**config.mk**
```make
export PLATFORM = sky130hd
export DESIGN_NAME = gf22_pad_pwr_seq
export DESIGN_NICKNAME = d
export VERILOG_FILES = /design/src/rtl/pad_seq_pkg.sv /design/src/rtl/pad_seq_timer.sv /design/src/rtl/gf22_pad_pwr_seq.sv
export SDC_FILE = /design/constraint.sdc
export NUM_CORES = 1
export LEC_CHECK = 0
export BUFFER_PORTS_ARGS = -buffer_cell sky130_fd_sc_hd__clkbuf_2
export CORE_MARGIN = 1
export CORE_UTILIZATION = 40
export CTS_BUF_LIST = sky130_fd_sc_hd__clkbuf_4 sky130_fd_sc_hd__clkbuf_8
export DETAILED_ROUTE_END_ITERATION = 6
export GPL_ROUTABILITY_DRIVEN = 0
export PLACE_DENSITY = 0.69
export SLEW_MARGIN = 10
export SYNTH_ARGS = -nofsm -noshare
export SYNTH_HDL_FRONTEND = slang
export SYNTH_SLANG_ARGS = --single-unit
export TNS_END_PERCENT = 100
```
**constraint.sdc**
```tcl
create_clock -name clk_i -period 3.1 [get_ports clk_i]
set_input_delay 0.31 -clock clk_i [delete_from_list [all_inputs] [get_ports clk_i]]
set_output_delay 0.31 -clock clk_i [all_outputs]
set_load 0.005 [all_outputs]
```
**src/rtl/pad_seq_pkg.sv**
```systemverilog
// Shared types for the GF22 pad power sequencer: state encoding, attribute bit indices, per-state controls.
// Latency: n/a (types and constant functions only); backpressure: n/a.
package pad_seq_pkg;

  typedef enum logic [2:0] {
    PS_OFF     = 3'd0,
    PS_IO_UP   = 3'd1,
    PS_BIAS_UP = 3'd2,
    PS_PWR_UP  = 3'd3,
    PS_READY   = 3'd4,
    PS_OE_DN   = 3'd5,
    PS_PWR_DN  = 3'd6,
    PS_BIAS_DN = 3'd7
  } pad_seq_state_e;

  localparam int PAD_ATTR_PWROK_IDX   = 0;
  localparam int PAD_ATTR_IOPWROK_IDX = 1;
  localparam int PAD_ATTR_BIAS_IDX    = 2;

  typedef struct packed {
    logic iopwrok;
    logic bias;
    logic pwrok;
    logic oe_en;
  } pad_ctrl_t;

  // Each up state and its mirror down state share one control word, so reversals never glitch.
  function automatic pad_ctrl_t state_ctrl(input pad_seq_state_e s);
    pad_ctrl_t c;
    c = '0;
    case (s)
      PS_IO_UP, PS_BIAS_DN: c.iopwrok = 1'b1;
      PS_BIAS_UP, PS_PWR_DN: begin
        c.iopwrok = 1'b1;
        c.bias    = 1'b1;
      end
      PS_PWR_UP, PS_OE_DN: begin
        c.iopwrok = 1'b1;
        c.bias    = 1'b1;
        c.pwrok   = 1'b1;
      end
      PS_READY: begin
        c.iopwrok = 1'b1;
        c.bias    = 1'b1;
        c.pwrok   = 1'b1;
        c.oe_en   = 1'b1;
      end
      default: c = '0;
    endcase
    return c;
  endfunction

  function automatic int max_of4(input int a, input int b, input int c, input int d);
    int m;
    m = a;
    if (b > m) m = b;
    if (c > m) m = c;
    if (d > m) m = d;
    return m;
  endfunction

endpackage

```
**src/rtl/pad_seq_timer.sv**
```systemverilog
// Loadable down-counter; done_o is high whenever the count sits at zero.
// Latency: load takes effect at the next edge; backpressure: none.
module pad_seq_timer #(
  parameter int CNT_W = 4
) (
  input  logic             clk_i,
  input  logic             rst_ni,
  input  logic             load_i,
  input  logic [CNT_W-1:0] value_i,
  output logic             done_o
);

  logic [CNT_W-1:0] cnt_q;

  // Saturates at zero so an idle timer keeps reporting done.
  always_ff @(posedge clk_i) begin
    if (!rst_ni) begin
      cnt_q <= '0;
    end else if (load_i) begin
      cnt_q <= value_i;
    end else if (cnt_q != '0) begin
      cnt_q <= cnt_q - 1'b1;
    end
  end

  assign done_o = (cnt_q == '0);

endmodule

```
**src/rtl/gf22_pad_pwr_seq.sv**
```systemverilog
// Timed power-up/down sequencer for GF22 pad rings: drives PWROK/IOPWROK/BIAS and gates pad OEs.
// Latency: all outputs registered except pad_oe_o (AND with registered oe_en); backpressure: none.
module gf22_pad_pwr_seq
  import pad_seq_pkg::*;
#(
  parameter int PADATTR    = 16,
  parameter int NUM_PADS   = 8,
  parameter int T_IO_CYC   = 16,
  parameter int T_BIAS_CYC = 8,
  parameter int T_PWR_CYC  = 4,
  parameter int T_OFF_CYC  = 4
) (
  input  logic                clk_i,
  input  logic                rst_ni,
  input  logic                en_i,
  input  logic [NUM_PADS-1:0] core_oe_i,
  output logic [NUM_PADS-1:0] pad_oe_o,
  output logic [PADATTR-1:0]  pad_attributes_o,
  output logic                ready_o,
  output logic                busy_o,
  output logic [2:0]          state_o
);

  localparam int CNT_W = $clog2(max_of4(T_IO_CYC, T_BIAS_CYC, T_PWR_CYC, T_OFF_CYC) + 1);

  localparam logic [CNT_W-1:0] IO_LOAD   = CNT_W'(T_IO_CYC - 1);
  localparam logic [CNT_W-1:0] BIAS_LOAD = CNT_W'(T_BIAS_CYC - 1);
  localparam logic [CNT_W-1:0] PWR_LOAD  = CNT_W'(T_PWR_CYC - 1);
  localparam logic [CNT_W-1:0] OFF_LOAD  = CNT_W'(T_OFF_CYC - 1);

  if (T_IO_CYC < 1 || T_BIAS_CYC < 1 || T_PWR_CYC < 1 || T_OFF_CYC < 1) begin : g_bad_timing
    $error("gf22_pad_pwr_seq: every T_*_CYC parameter must be at least 1");
  end

  if (PADATTR < 3) begin : g_bad_padattr
    $error("gf22_pad_pwr_seq: PADATTR must be at least 3");
  end

  pad_seq_state_e   state_q;
  pad_seq_state_e   state_d;
  pad_ctrl_t        ctrl_q;
  logic             ready_q;
  logic             busy_q;
  logic             tmr_load;
  logic [CNT_W-1:0] tmr_value;
  logic             tmr_done;

  pad_seq_timer #(
    .CNT_W (CNT_W)
  ) u_timer (
    .clk_i   (clk_i),
    .rst_ni  (rst_ni),
    .load_i  (tmr_load),
    .value_i (tmr_value),
    .done_o  (tmr_done)
  );

  // Next-state and timer load share one decision; a reversal beats an expiring timer.
  always_comb begin
    state_d   = state_q;
    tmr_load  = 1'b0;
    tmr_value = '0;
    case (state_q)
      PS_OFF: begin
        if (en_i) begin
          state_d   = PS_IO_UP;
          tmr_load  = 1'b1;
          tmr_value = IO_LOAD;
        end
      end
      PS_IO_UP: begin
        if (!en_i) begin
          state_d   = PS_BIAS_DN;
          tmr_load  = 1'b1;
          tmr_value = OFF_LOAD;
        end else if (tmr_done) begin
          state_d   = PS_BIAS_UP;
          tmr_load  = 1'b1;
          tmr_value = BIAS_LOAD;
        end
      end
      PS_BIAS_UP: begin
        if (!en_i) begin
          state_d   = PS_PWR_DN;
          tmr_load  = 1'b1;
          tmr_value = OFF_LOAD;
        end else if (tmr_done) begin
          state_d   = PS_PWR_UP;
          tmr_load  = 1'b1;
          tmr_value = PWR_LOAD;
        end
      end
      PS_PWR_UP: begin
        if (!en_i) begin
          state_d   = PS_OE_DN;
          tmr_load  = 1'b1;
          tmr_value = OFF_LOAD;
        end else if (tmr_done) begin
          state_d = PS_READY;
        end
      end
      PS_READY: begin
        if (!en_i) begin
          state_d   = PS_OE_DN;
          tmr_load  = 1'b1;
          tmr_value = OFF_LOAD;
        end
      end
      PS_OE_DN: begin
        if (en_i) begin
          state_d   = PS_PWR_UP;
          tmr_load  = 1'b1;
          tmr_value = PWR_LOAD;
        end else if (tmr_done) begin
          state_d   = PS_PWR_DN;
          tmr_load  = 1'b1;
          tmr_value = OFF_LOAD;
        end
      end
      PS_PWR_DN: begin
        if (en_i) begin
          state_d   = PS_BIAS_UP;
          tmr_load  = 1'b1;
          tmr_value = BIAS_LOAD;
        end else if (tmr_done) begin
          state_d   = PS_BIAS_DN;
          tmr_load  = 1'b1;
          tmr_value = OFF_LOAD;
        end
      end
      PS_BIAS_DN: begin
        if (en_i) begin
          state_d   = PS_IO_UP;
          tmr_load  = 1'b1;
          tmr_value = IO_LOAD;
        end else if (tmr_done) begin
          state_d = PS_OFF;
        end
      end
      default: state_d = PS_OFF;
    endcase
  end

  // Outputs are registered from the next state so they line up with state_q.
  always_ff @(posedge clk_i) begin
    if (!rst_ni) begin
      state_q <= PS_OFF;
      ctrl_q  <= '0;
      ready_q <= 1'b0;
      busy_q  <= 1'b0;
    end else begin
      state_q <= state_d;
      ctrl_q  <= state_ctrl(state_d);
      ready_q <= (state_d == PS_READY);
      busy_q  <= (state_d != PS_OFF) && (state_d != PS_READY);
    end
  end

  always_comb begin
    pad_attributes_o                       = '0;
    pad_attributes_o[PAD_ATTR_PWROK_IDX]   = ctrl_q.pwrok;
    pad_attributes_o[PAD_ATTR_IOPWROK_IDX] = ctrl_q.iopwrok;
    pad_attributes_o[PAD_ATTR_BIAS_IDX]    = ctrl_q.bias;
  end

  assign pad_oe_o = core_oe_i & {NUM_PADS{ctrl_q.oe_en}};
  assign ready_o  = ready_q;
  assign busy_o   = busy_q;
  assign state_o  = state_q;

endmodule

```
== After elaboration in Yosys (flattened, before gate mapping) ==
Index checks and enable logic that the tools add are counted.
W data, S select, Z words.
Word-level totals
  flip-flop bits (word level): 14
  bits of input ports: 11
  word-level logic and storage cells: 74
Cells by class
  add/subtract/negate cells: 1
  equality and inequality tests: 15
  mux-type cells: 36
  bitwise logic cells: 1
  reduce and logical (&&, ||, !) cells: 13
Operators by type and width (count)
  $mux W3: 16
  $pmux W5 S6: 1
  $eq A3 B3 Y1 const B: 8
  $pmux W3 S8: 1
  $mux W5: 3
  $eq A3 B2 Y1 const B: 4
  $mux W1: 9
  $and A8 B8 Y8: 1
  $mux W2: 4
  $reduce_or A2 Y1: 4
  $reduce_or A7 Y1: 1
  $eq A3 B1 Y1 const B: 2
  $logic_not A5 Y1: 1
  $reduce_bool A5 Y1: 1
  $reduce_or A5 Y1: 1
  $sub A5 B1 Y5 const B: 1
  $mux W4: 1
  $pmux W1 S4: 1
  $logic_not A3 Y1: 1
  $ne A3 B3 Y1 const B: 1
  $reduce_bool A3 Y1: 1
  $reduce_or A3 Y1: 1
  $reduce_bool A2 Y1: 1
  $logic_and A1 B1 Y1: 1

== Depth between registers and ports, before layout ==
Gate-level depths: netlist of the first run.
  depth in word-level cells: 7
  mapped depth: 7

== By module ==
From an unflattened synthesis of the first run, not the netlist that was laid out.
Unflattened totals
  cell total of the unflattened synthesis: 111
  area, all modules: 929.6 um2
Modules (own cells, without submodules)
  gf22_pad_pwr_seq: instances 1, cells each 77, area an instance 629.4 um2
  pad_seq_timer: instances 1, cells each 34, area an instance 300.3 um2

== Worst setup path after synthesis of the first run ==
OpenSTA, ideal clock, no wires.
  path type: flip-flop to flip-flop
  start: register u_timer.cnt_q[0]
  end: register ctrl_q (netlist bit pad_attributes_o[1])
  library setup time: 0.120 ns
  arrival: 1.679 ns
  data required time: 2.980 ns
  slack: 1.301 ns
  stages on the path, launching flop included: 7
  period minus slack after synthesis: 1.799 ns
  cell sequence: dfxtp_1 inv_1 ha_1 or4b_4 and3_4 o31a_1 or2_1
On the way
  word-level cells in the longest chain between the ends: 7
RTL lines
  start: declaration: RTL line pad_seq_timer.sv:13  | logic [CNT_W-1:0] cnt_q;
  start signal: assignment: RTL line pad_seq_timer.sv:20  | cnt_q <= value_i;
  start signal: assignment: RTL line pad_seq_timer.sv:22  | cnt_q <= cnt_q - 1'b1;
  $logic_not A5 Y1 (*): RTL line pad_seq_timer.sv:26  | assign done_o = (cnt_q == '0);
  $mux W3 (tied with other cells): RTL line gf22_pad_pwr_seq.sv:136  | end else if (tmr_done) begin
  $mux W3 (tied with other cells): RTL line gf22_pad_pwr_seq.sv:132  | if (en_i) begin
  $pmux W3 S8 (*): RTL line gf22_pad_pwr_seq.sv:63  | case (state_q)
  $eq A3 B3 Y1 (tied with other cells): RTL line pad_seq_pkg.sv:31  | case (s)
  $reduce_or A7 Y1 (no source line) (*)
  $mux W1 (*): RTL line pad_seq_pkg.sv:31
  end signal: assignment: RTL line gf22_pad_pwr_seq.sv:153  | ctrl_q <= state_ctrl(state_d);
  end: declaration: RTL line gf22_pad_pwr_seq.sv:41  | pad_ctrl_t ctrl_q;
Mark *: on every way between the ends. The rest lies on a longest branch, timed or not.
A chain may end at the register's enable or synchronous reset.

== Worst setup path in the final report of the first run ==
Ends and elaborated chain as after synthesis.

==> results of run 1 <==
state kept, by name, indices dropped and copies added, names as in the netlist:
signal,cells
pad_attributes_o,3
state_o,3
ctrl_q,1
busy_o,1
u_timer.cnt_q,5
critical path, delay by kind of cell (launching register included):
| family | cells | cell delay [ps] |
|---|---|---|
| AND/OR/NAND/NOR | 3 | 1020 |
| flip-flops | 1 | 340 |
| AO/OA/AOI/OAI | 1 | 290 |
| adder cells (fa/ha/maj) | 1 | 180 |
| buffers and inverters | 1 | 90 |
cells in the mapped netlist (3+ instances only):
library cell | n | area [µm²]
sky130_fd_sc_hd__nor2_1 | 7 | 26.28
sky130_fd_sc_hd__a21oi_1 | 9 | 45.04
sky130_fd_sc_hd__nand2b_1 | 4 | 25.02
sky130_fd_sc_hd__xor2_1 | 3 | 26.28
sky130_fd_sc_hd__o31ai_1 | 3 | 22.52
sky130_fd_sc_hd__and2_1 | 10 | 62.56
sky130_fd_sc_hd__a311oi_1 | 3 | 26.28
sky130_fd_sc_hd__buf_4 | 13 | 97.59
sky130_fd_sc_hd__inv_1 | 6 | 22.52
sky130_fd_sc_hd__nand2_1 | 4 | 15.01
sky130_fd_sc_hd__dfxtp_1 | 13 | 260.3
sky130_fd_sc_hd__xnor2_1 | 3 | 26.28
sky130_fd_sc_hd__clkbuf_1 | 3 | 11.26
cell type report:
cell class / instances / area (µm²)
fill: 224 / 1147
multi-input combinational: 87 / 565.5
sequential: 13 / 260.3
timing repair buffer: 26 / 130.1
tap: 28 / 35.03
clock buffer: 4 / 30.03
inverter: 6 / 22.52
logic make-up (layout without fill, tap and decap cells):
kind of cell	Yosys count	count (layout)	share of synthesized area
AO/OA/AOI/OAI	28	28	0.2230
other	1	13	0.004050
XOR/XNOR	6	6	0.05677
buffers and inverters	25	36	0.1567
multiplexers	1	1	0.01081
flip-flops	13	13	0.2811
AND/OR/NAND/NOR	37	37	0.2405
adder cells (fa/ha/maj)	2	2	0.02702
report_power, final:
part           internal (mW)  switching (mW)
Clock                 0.0589          0.0601
Sequential             0.232           0.102
Combinational          0.226           0.258
Total                  0.517           0.421
how the worst max path moves through the flow:
stage                                 from                   to  slack, ps  cells after the start
final                     u_timer.cnt_q[0]  pad_attributes_o[1]       1080                      6
after global routing            state_o[2]     u_timer.cnt_q[2]        960                      4
after CTS                 u_timer.cnt_q[0]  pad_attributes_o[1]       1090                      6
after detailed placement  u_timer.cnt_q[0]  pad_attributes_o[1]       1100                      6
after global placement    u_timer.cnt_q[0]  pad_attributes_o[1]       1160                      6
after floorplan           u_timer.cnt_q[0]  pad_attributes_o[1]       1300                      6
cell usage in the layout, fill, tap and decap left out, drive strengths merged, types with 2 or more instances in the layout:
cell	count
conb	13
and3	3
o21ai	2
nor3	2
nor2	7
nand2b	4
o211ai	3
inv	6
clkbuf	30
o311a	2
xor2	3
a311oi	3
ha	2
nand3	2
xnor2	3
and2	10
a21oi	9
o31ai	3
dfxtp	13
nand2	4
layer usage:
| metal | track usage | part of all wire | vias up | wire (µm) |
|---|---|---|---|---|
| met5 | 0 | 0 | - | 0 |
| met3 | 0.04012 | 0.060 | 5 | 119 |
| li1 | - | - | 420 | - |
| met4 | 0.1381 | 0.030 | 0 | 59 |
| met2 | 0.2844 | 0.48 | 38 | 957 |
| met1 | 0.2022 | 0.43 | 405 | 856 |
==> flow_summary_export.csv, run 1 <==
group,metric,value,unit
status,outcome,"finished, final reports clean",
critical_path,timing.critical_path.from_type,"flop",
synth,synth-main-ff-cell,"sky130_fd_sc_hd__dfxtp_1",
clock_tree,clkSinkCount,13,
floorplan,rows,17,
clock_tree,clk_transition_reported_paths,80,ps
detailed_routing,dr.first_iter.drc_count,21,
floorplan,initial_utilization,0.4226,
cells_and_area,final_cells,164,
timing,period_share,0.6517,
floorplan,core-area,2191,µm²
critical_path,max_stage_delay,560,ps
timing,setup_repair_after_global_routing_missed_its_margin,"false",
placement,io_buffer_count,26,
synth,syn_avg_cell_area,8.194,µm²
timing,setup_violations,0,
cells_and_area,final_area,1044,µm²
timing,worst_slew_pin_tran,708.4,ps
placement,dp_hpwl,1488,µm
detailed_routing,remaining_drc_errors,0,
critical_path,critical_path_required,3280,ps
worst_hold_path,worst_hold_path_type,"in2reg",
power_and_ir_drop,p_per_area,899.0,nW/µm²
grt,grt_max_degree,20,
detailed_routing,vias_per_cell,5.293,
grt,grt.total_usage,0.1783,
synth,synth-edff-count,0,
floorplan,num_io_pins,40,
clock_tree,cts-root-to-sink-buffers,2,
clock_tree,post_cts_hold_buffer_count,0,
critical_path,crit_fanout,12,
clock_tree,postCtsSetupRepairBufs,0,
timing,fin_worst_skew,3.801,ps
synth,ys_async_rst_share,0,
detailed_routing,detailedRoute.firstPassIterationCount,4,
timing,hold_ws,335.0,ps
cells_and_area,layout.nets,150,
grt,grt_pass1_vias,750,
cells_and_area,finalCoreUtilization,0.4763,
detailed_routing,post_drt_wl_per_cell,12.15,µm
cells_and_area,drive_above_1_share,0.2721,
clock_tree,maximum_level_of_the_cts_h_tree,1,
critical_path,worst-r2r-cell-count,6,
job,maxCapViolCount,0,
synth,syn_inst,113,
critical_path,critical-path-slowest-cell,"sky130_fd_sc_hd__or4b_4",
cells_and_area,antenna_diode_instance_count,0,
timing,finalWorstSetupSlack,1080,ps
critical_path,worst_setup_path_end_kind,"flop",
critical_path,cp_cell_sequence,"inv_1 > ha_1 > or4b_4 > and3_4 > o31a_1 > or2_1",
floorplan,height_of_the_die,50.11,µm
timing,final.min_clock_period,2020,ps
placement,place_area,1013,µm²
synth,ys.warnings.count,0,
floorplan,fp.dieArea,2511,µm²
clock_tree,clock_tree_from_tritoncts,"done",
timing,finalSetupTns,0,ps
critical_path,rrSetupSlack,1080,ps
clock_tree,cts-buffers-inserted,3,
cells_and_area,area_growth_from_synthesis_to_final_layout,12.70,%
detailed_routing,antenna_violating_nets_post_route,0,
clock_tree,insertion_delay_of_the_later_clocked_pin_in_the_worst_skew_pair,290,ps
worst_hold_path,worst_hold_path.num_cells,2,
power_and_ir_drop,max-vdd-ir-drop,0.4137,mV
grt,overflow,0,
synth,seq_area_frac_synth,0.2811,
timing,timing.final.hold_violations,0,
detailed_routing,finalWirelength,1992,µm
detailed_routing,route.vias.total,868,
floorplan,die_width,50.11,µm
timing,slew_viol_final,0,
critical_path,cp.arrival,2200,ps
power_and_ir_drop,total_leakage_power,0.4913,nW
worst_hold_path,worst_hold_endpoint,"u_timer.cnt_q[1]",
synth,synth_cell_types,38,
placement,dp_slack,1100,ps
synth,mappedNetlistArea,925.9,µm²
grt,antenna_found_initial,0,
critical_path,critical_path.reg2reg.startpoint,"u_timer.cnt_q[0]",
timing,maxClockFrequency,495.0,MHz
power_and_ir_drop,report.power.total,938.1,µW
critical_path,worst-setup-path-type,"reg2reg",
synth,synth.ff_latch_count,13,
clock_tree,ctsResizeCount,0,
grt,grt_pass1_wl,3277,µm
timing,timing.slew.headroom,0.5265,
clock_tree,buffer_type_at_the_clock_tree_root,"sky130_fd_sc_hd__clkbuf_4",
placement,dp.cells,160,
worst_hold_path,hold_path.startpoint,"rst_ni",
critical_path,r2r_end,"pad_attributes_o[1]",
Note: power is estimated with default switching activity, not from simulation.
==> inputs of run 2 (changes only) <==
ABC_AREA = 1   (was not set)
PLACE_DENSITY = 0.7   (was 0.69)
clock period = 1.74 ns   (was 3.1 ns; I/O delays follow)
==> flow_summary_export.csv, run 2 <==
group,metric,value,unit
floorplan,die_width,52.80,µm
critical_path,critical_path.reg2reg.startpoint,"u_timer.cnt_q[0]",
synth,syn_inst,171,
placement,dp_hpwl,1758,µm
synth,leading_cell_type_by_number_of_instances_after_synthesis,"sky130_fd_sc_hd__nand2_1",
critical_path,critical_path_required,1930,ps
critical_path,cp_common_cell,"sky130_fd_sc_hd__nand2_1",
floorplan,height_of_the_die,52.80,µm
worst_hold_path,worst_hold_path.num_cells,3,
synth,yosysTopAreaCell,"sky130_fd_sc_hd__dfxtp_1",
cells_and_area,area_growth_from_synthesis_to_final_layout,15.39,%
cells_and_area,regArea,260.3,µm²
cells_and_area,drive_above_1_share,0.2450,
critical_path,r2r_end,"u_timer.cnt_q[1]",
clock_tree,buffer_type_at_the_clock_tree_root,"sky130_fd_sc_hd__clkbuf_4",
status,outcome,"finished, final reports clean",
detailed_routing,finalWirelength,2285,µm
critical_path,worst-setup-path-type,"reg2reg",
detailed_routing,dr.first_iter.drc_count,41,
timing,setup_violations,0,
synth,synth-main-ff-cell,"sky130_fd_sc_hd__dfxtp_1",
power_and_ir_drop,max-vdd-ir-drop,0.8296,mV
cells_and_area,layout_commonest_cell,"sky130_fd_sc_hd__nand2_1",
timing,finalWorstSetupSlack,149.2,ps
timing,timing.final.hold_violations,0,
synth,ys.warnings.count,0,
power_and_ir_drop,power_frac_seq,0.271,
floorplan,fp.dieArea,2788,µm²
worst_hold_path,hold_path.startpoint,"rst_ni",
grt,grt_pass1_wl,3484,µm
detailed_routing,vias_per_cell,4.678,
placement,place_area,1129,µm²
cells_and_area,filler_cell_count,276,
grt,overflow,0,
timing,final.min_clock_period,1591,ps
critical_path,max_stage_delay,350,ps
worst_hold_path,worst_hold_path_type,"in2reg",
critical_path,crit_family,"simple AND/OR/NAND/NOR gates",
synth,synth.top_cells.by_count,"sky130_fd_sc_hd__nand2_1 (50), sky130_fd_sc_hd__inv_1 (24), sky130_fd_sc_hd__nor2_1 (23)",
floorplan,rows,18,
cells_and_area,final_area,1191,µm²
cells_and_area,multi_input_comb_area,613.1,µm²
power_and_ir_drop,p_sw,902.8,µW
critical_path,crit_fanout,5,
clock_tree,maximum_level_of_the_cts_h_tree,1,
critical_path,worstSetupPathDepth,12,
critical_path,critical-path-slowest-cell,"sky130_fd_sc_hd__dfxtp_1",
power_and_ir_drop,intPower,947.5,µW
synth,mappedNetlistArea,1032,µm²
placement,dp.cells,224,
floorplan,initial_utilization,0.4205,
cells_and_area,antenna_diode_instance_count,0,
detailed_routing,detailedRoute.firstPassIterationCount,4,
clock_tree,clkSinkCount,13,
grt,grt_pass1_vias,874,
clock_tree,cts-buffers-inserted,3,
detailed_routing,route.vias.total,1076,
grt,antenna_found_initial,0,
grt,grt_max_degree,10,
power_and_ir_drop,pwr-share-comb,0.616,
grt,grt.total_usage,0.1680,
critical_path,cp.arrival,1780,ps
cells_and_area,biggest_register,"u_timer.cnt_q",
synth,post_synth_main_area_contributors,"sky130_fd_sc_hd__dfxtp_1 (25%), sky130_fd_sc_hd__nand2_1 (18%), sky130_fd_sc_hd__buf_4 (10%), sky130_fd_sc_hd__inv_1 (8.7%), sky130_fd_sc_hd__nor2_1 (8.4%)",
floorplan,num_io_pins,40,
cells_and_area,layout.cells.most_common_list,"sky130_fd_sc_hd__nand2_1 (49), sky130_fd_sc_hd__clkbuf_2 (26), sky130_fd_sc_hd__inv_1 (24)",
detailed_routing,post_drt_wl_per_cell,9.935,µm
power_and_ir_drop,power_frac_clock,0.113,
timing,maxClockFrequency,628.6,MHz
power_and_ir_drop,p_per_area,1553,nW/µm²
timing,fin_worst_skew,13.48,ps
critical_path,cp_cell_sequence,"inv_1 > ha_1 > inv_1 > nor2_2 > nand2_2 > nand2_1 > nand2_1 > nand2_1 > nor2_2 > nand3_1 > nor2_1 > nor2_1",
critical_path,worstSetupStartpoint,"u_timer.cnt_q[0]",
clock_tree,clock_tree_from_tritoncts,"done",
clock_tree,insertion_delay_of_the_later_clocked_pin_in_the_worst_skew_pair,280,ps
detailed_routing,antenna_violating_nets_post_route,0,
cells_and_area,largest_register_ffs,5,
critical_path,rrSetupSlack,150,ps
critical_path,cp-endpoint,"u_timer.cnt_q[1]",
synth,syn_avg_cell_area,6.036,µm²
cells_and_area,finalCoreUtilization,0.4852,
timing,period_share,0.9143,
power_and_ir_drop,fraction_of_power_spent_switching_nets,0.4879,
critical_path,critical_path_buf_inv_count,2,
clock_tree,cts-root-to-sink-buffers,2,
power_and_ir_drop,total_leakage_power,0.7462,nW
critical_path,timing.critical_path.from_type,"flop",
clock_tree,clk_transition_reported_paths,90,ps
synth,synth_cell_types,22,
detailed_routing,remaining_drc_errors,0,
synth,seq_area_frac_synth,0.2521,
timing,slew_viol_final,0,
cells_and_area,final_cells,230,
job,maxCapViolCount,0,
synth,synth-edff-count,0,
placement,dp_slack,49.13,ps
floorplan,core-area,2455,µm²
placement,io_buffer_count,26,
synth,ys_async_rst_share,0,
synth,synth.ff_latch_count,13,
cells_and_area,layout.nets,214,
synth,synth.top_cell.area_share,0.2521,
critical_path,worst-r2r-cell-count,12,
critical_path,worst_setup_path_end_kind,"flop",
## run 2: cell count changes in the layout (fill, tap and decap cells not counted), moves of 4 or more
cell / change
sky130_fd_sc_hd__nand2b_1: -4
sky130_fd_sc_hd__nand3_1: +14
sky130_fd_sc_hd__nand4_1: +4
sky130_fd_sc_hd__nor2_1: +13
sky130_fd_sc_hd__nor2_2: +4
sky130_fd_sc_hd__and2_1: -10
sky130_fd_sc_hd__inv_1: +18
sky130_fd_sc_hd__a21oi_1: -4
sky130_fd_sc_hd__nand2_1: +45
sky130_fd_sc_hd__nand2_2: +5
## run 2: cell families after synthesis
kind of cell,after synthesis,share of synthesized area
fa+ha+maj,2,0.02424
compound gates,7,0.03757
buf+inv,43,0.2218
flops,13,0.2521
simple gates,103,0.4436
other cells,1,0.003633
xor+xnor,2,0.01697
## run 2: power by group through the flow
stage               clock network (mW)  registers (mW)  logic, mW
global route                     0.227           0.520       1.29
detailed placement                   0           0.506       1.04
global placement                     0           0.503       1.03
finish                           0.208           0.502       1.14
floorplan                            0           0.486      0.821
CTS                              0.215           0.498       1.05
## run 2: layout make-up
type,instances,area share
repair buffers,29,0.1282
clock buffers,4,0.02521
flip-flops and latches,13,0.2185
multi-input cells,128,0.5147
inverters,26,0.08193
well taps,30,0.03151
## run 2: worst reg2reg max path, stage by stage (launching register included)
cell	delay [ps]
sky130_fd_sc_hd__dfxtp_1	350
sky130_fd_sc_hd__inv_1	80
sky130_fd_sc_hd__ha_1	210
sky130_fd_sc_hd__inv_1	70
sky130_fd_sc_hd__nor2_2	50
sky130_fd_sc_hd__nand2_2	110
sky130_fd_sc_hd__nand2_1	70
sky130_fd_sc_hd__nand2_1	130
sky130_fd_sc_hd__nand2_1	80
sky130_fd_sc_hd__nor2_2	110
sky130_fd_sc_hd__nand3_1	90
sky130_fd_sc_hd__nor2_1	100
sky130_fd_sc_hd__nor2_1	40
## run 2: per-stage QoR
step	TNS (ps)	hold slack [ps]	power [mW]
finish	0	241.7	1.850
global route	-12.18	260.7	2.042
CTS	0	236.7	1.761
detailed placement	0	541.2	1.547
global placement	0	521.5	1.536
floorplan	0	401.1	1.308
## run 2: worst min-delay path by stage
| stage | endpoint | slack [ps] |
|---|---|---|
| after CTS | u_timer.cnt_q[2] | 240 |
| after detailed placement | u_timer.cnt_q[2] | 540 |
| after global routing | u_timer.cnt_q[2] | 260 |
| after global placement | u_timer.cnt_q[0] | 520 |
| after floorplan | state_o[2] | 400 |
| final | u_timer.cnt_q[1] | 240 |
## run 2: layer usage
layer / track usage / part of all wire / up-vias
met5: 0 / 0 / -
met4: 0.04386 / 0.014 / 0
met3: 0.01739 / 0.031 / 6
met2: 0.3038 / 0.51 / 30
met1: 0.2076 / 0.44 / 478
li1: - / - / 562
## run 2: repair_timing
action,in CTS,in global routing
gates resized for setup,0,6
setup endpoints to repair,0,11
buffers inserted,0,1
hold buffers,0,0
==> inputs of run 3 (changes only) <==
GPL_TIMING_DRIVEN = 0   (was not set)
PLACE_DENSITY = 0.68   (was 0.7)
clock period = 1.75 ns   (was 1.74 ns; I/O delays follow)
==> flow_summary_export.csv, run 3 (synthesis gave the netlist of run 2 again) <==
group,metric,value,unit
status,outcome,"finished, final reports clean",
cells_and_area,layout.nets,227,
placement,dp_hpwl,1702,µm
clock_tree,clk_transition_reported_paths,90,ps
critical_path,critical_path_required,1930,ps
critical_path,timing.critical_path.from_type,"flop",
placement,io_buffer_count,25,
detailed_routing,dr.first_iter.drc_count,23,
timing,finalSetupTns,0,ps
floorplan,height_of_the_die,52.80,µm
cells_and_area,antenna_diode_instance_count,0,
clock_tree,clkSinkCount,13,
cells_and_area,area_growth_from_synthesis_to_final_layout,26.55,%
timing,timing.final.hold_violations,0,
clock_tree,clock_tree_from_tritoncts,"done",
cells_and_area,filler_cell_count,266,
clock_tree,insertion_delay_of_the_later_clocked_pin_in_the_worst_skew_pair,280,ps
floorplan,die_width,52.80,µm
power_and_ir_drop,p_per_area,1410,nW/µm²
worst_hold_path,worst_hold_path_type,"in2reg",
grt,grt.total_usage,0.1682,
timing,period_share,0.8766,
critical_path,cp.arrival,1710,ps
cells_and_area,largest_register_ffs,5,
cells_and_area,drive_above_1_share,0.3052,
timing,setup_repair_after_global_routing_missed_its_margin,"false",
detailed_routing,antenna_violating_nets_post_route,0,
cells_and_area,biggest_register,"u_timer.cnt_q",
timing,maxClockFrequency,651.9,MHz
timing,setup_violations,0,
cells_and_area,final_cells,243,
cells_and_area,regArea,261.5,µm²
cells_and_area,multi_input_comb_area,611.8,µm²
clock_tree,cts-root-to-sink-buffers,2,
timing,fin_worst_skew,5.757,ps
cells_and_area,layout_commonest_cell,"sky130_fd_sc_hd__nand2_1",
floorplan,fp.dieArea,2788,µm²
timing,slew_viol_final,0,
power_and_ir_drop,max-vdd-ir-drop,0.8971,mV
detailed_routing,finalWirelength,2102,µm
timing,final.min_clock_period,1534,ps
floorplan,initial_utilization,0.4205,
job,maxCapViolCount,0,
placement,dp.cells,238,
critical_path,worst_setup_path_end_kind,"flop",
detailed_routing,remaining_drc_errors,0,
floorplan,num_io_pins,40,
grt,grt_pass1_wl,3484,µm
cells_and_area,layout.cells.most_common_list,"sky130_fd_sc_hd__nand2_1 (48), sky130_fd_sc_hd__clkbuf_2 (25), sky130_fd_sc_hd__inv_1 (22), sky130_fd_sc_hd__nor2_1 (22), sky130_fd_sc_hd__nand3_1 (15)",
clock_tree,maximum_level_of_the_cts_h_tree,1,
detailed_routing,post_drt_wl_per_cell,8.650,µm
detailed_routing,detailedRoute.firstPassIterationCount,4,
critical_path,crit_fanout,10,
clock_tree,cts-buffers-inserted,3,
floorplan,rows,18,
detailed_routing,vias_per_cell,4.342,
grt,overflow,0,
critical_path,worst-setup-path-type,"reg2reg",
grt,grt_pass1_vias,870,
grt,antenna_found_initial,0,
clock_tree,buffer_type_at_the_clock_tree_root,"sky130_fd_sc_hd__clkbuf_4",
detailed_routing,route.vias.total,1055,
power_and_ir_drop,total_leakage_power,0.8195,nW
grt,grt_max_degree,11,
cells_and_area,finalCoreUtilization,0.5321,
floorplan,core-area,2455,µm²
## run 3: cell types whose count changed in the layout (fill, tap and decap cells not counted), moves of 2 or more
cell / change
sky130_fd_sc_hd__buf_4: +11
sky130_fd_sc_hd__nor2_2: -2
sky130_fd_sc_hd__inv_2: +2
sky130_fd_sc_hd__inv_1: -2
sky130_fd_sc_hd__nor2_1: +2
sky130_fd_sc_hd__buf_6: +3
## run 3: critical path, stage by stage, from the launching register on
cell and delay (ps):
sky130_fd_sc_hd__dfxtp_2 340, sky130_fd_sc_hd__inv_2 50, sky130_fd_sc_hd__ha_2 180, sky130_fd_sc_hd__inv_1 50
sky130_fd_sc_hd__nor2_1 30, sky130_fd_sc_hd__nand2_1 100, sky130_fd_sc_hd__buf_6 150, sky130_fd_sc_hd__nand2_1 60
sky130_fd_sc_hd__nand2_1 80, sky130_fd_sc_hd__nand4_1 160, sky130_fd_sc_hd__nand2_1 150, sky130_fd_sc_hd__nand3_1 70
## run 3: per-layer routing
layer,GRT usage,share of wire,vias up
met5,0,0,-
met4,0.05263,0.011,0
met3,0.03478,0.032,4
met2,0.2616,0.47,17
met1,0.2285,0.48,454
li1,-,-,580
## run 3: cell type report
type / count / area share
inverter: 26 / 0.07471
sequential: 13 / 0.2002
timing repair buffer: 26 / 0.1015
clock buffer: 4 / 0.02299
tap: 30 / 0.02874
buffer: 17 / 0.1034
multi-input combinational: 127 / 0.4684
## run 3: stage by stage
stage	worst slack, ps	instance area, µm²	hold WS, ps	power (mW)
detailed placement	99.39	1240	442.8	1.559
floorplan	296.1	1077	402.1	1.300
finish	216.0	1306	131.6	1.841
global placement	84.92	1240	442.2	1.557
CTS	71.65	1270	133.0	1.778
global route	21.52	1306	152.5	2.038
## run 3: what timing repair did
item / CTS / global route
hold buffers: 0 / 0
setup endpoints to repair: 0 / 11
resized for setup: 0 / 10
setup buffers: 0 / 1
## run 3: where the power goes
group          leakage, nW  switching [mW]  internal (mW)
combinational        0.693           0.690          0.458
sequential           0.108          0.0680          0.414
clock               0.0184           0.106          0.104
total                0.820           0.865          0.977
## run 3: final timing paths
check | startpoint | end | slack (ps) | cells past startpoint
worst min register to register | u_timer.cnt_q[0] | u_timer.cnt_q[0] | 540 | 3
worst min-delay path | rst_ni | u_timer.cnt_q[0] | 130 | 3
worst max-delay path | u_timer.cnt_q[0] | pad_attributes_o[1] | 220 | 11
worst max register to register | u_timer.cnt_q[0] | pad_attributes_o[1] | 220 | 11
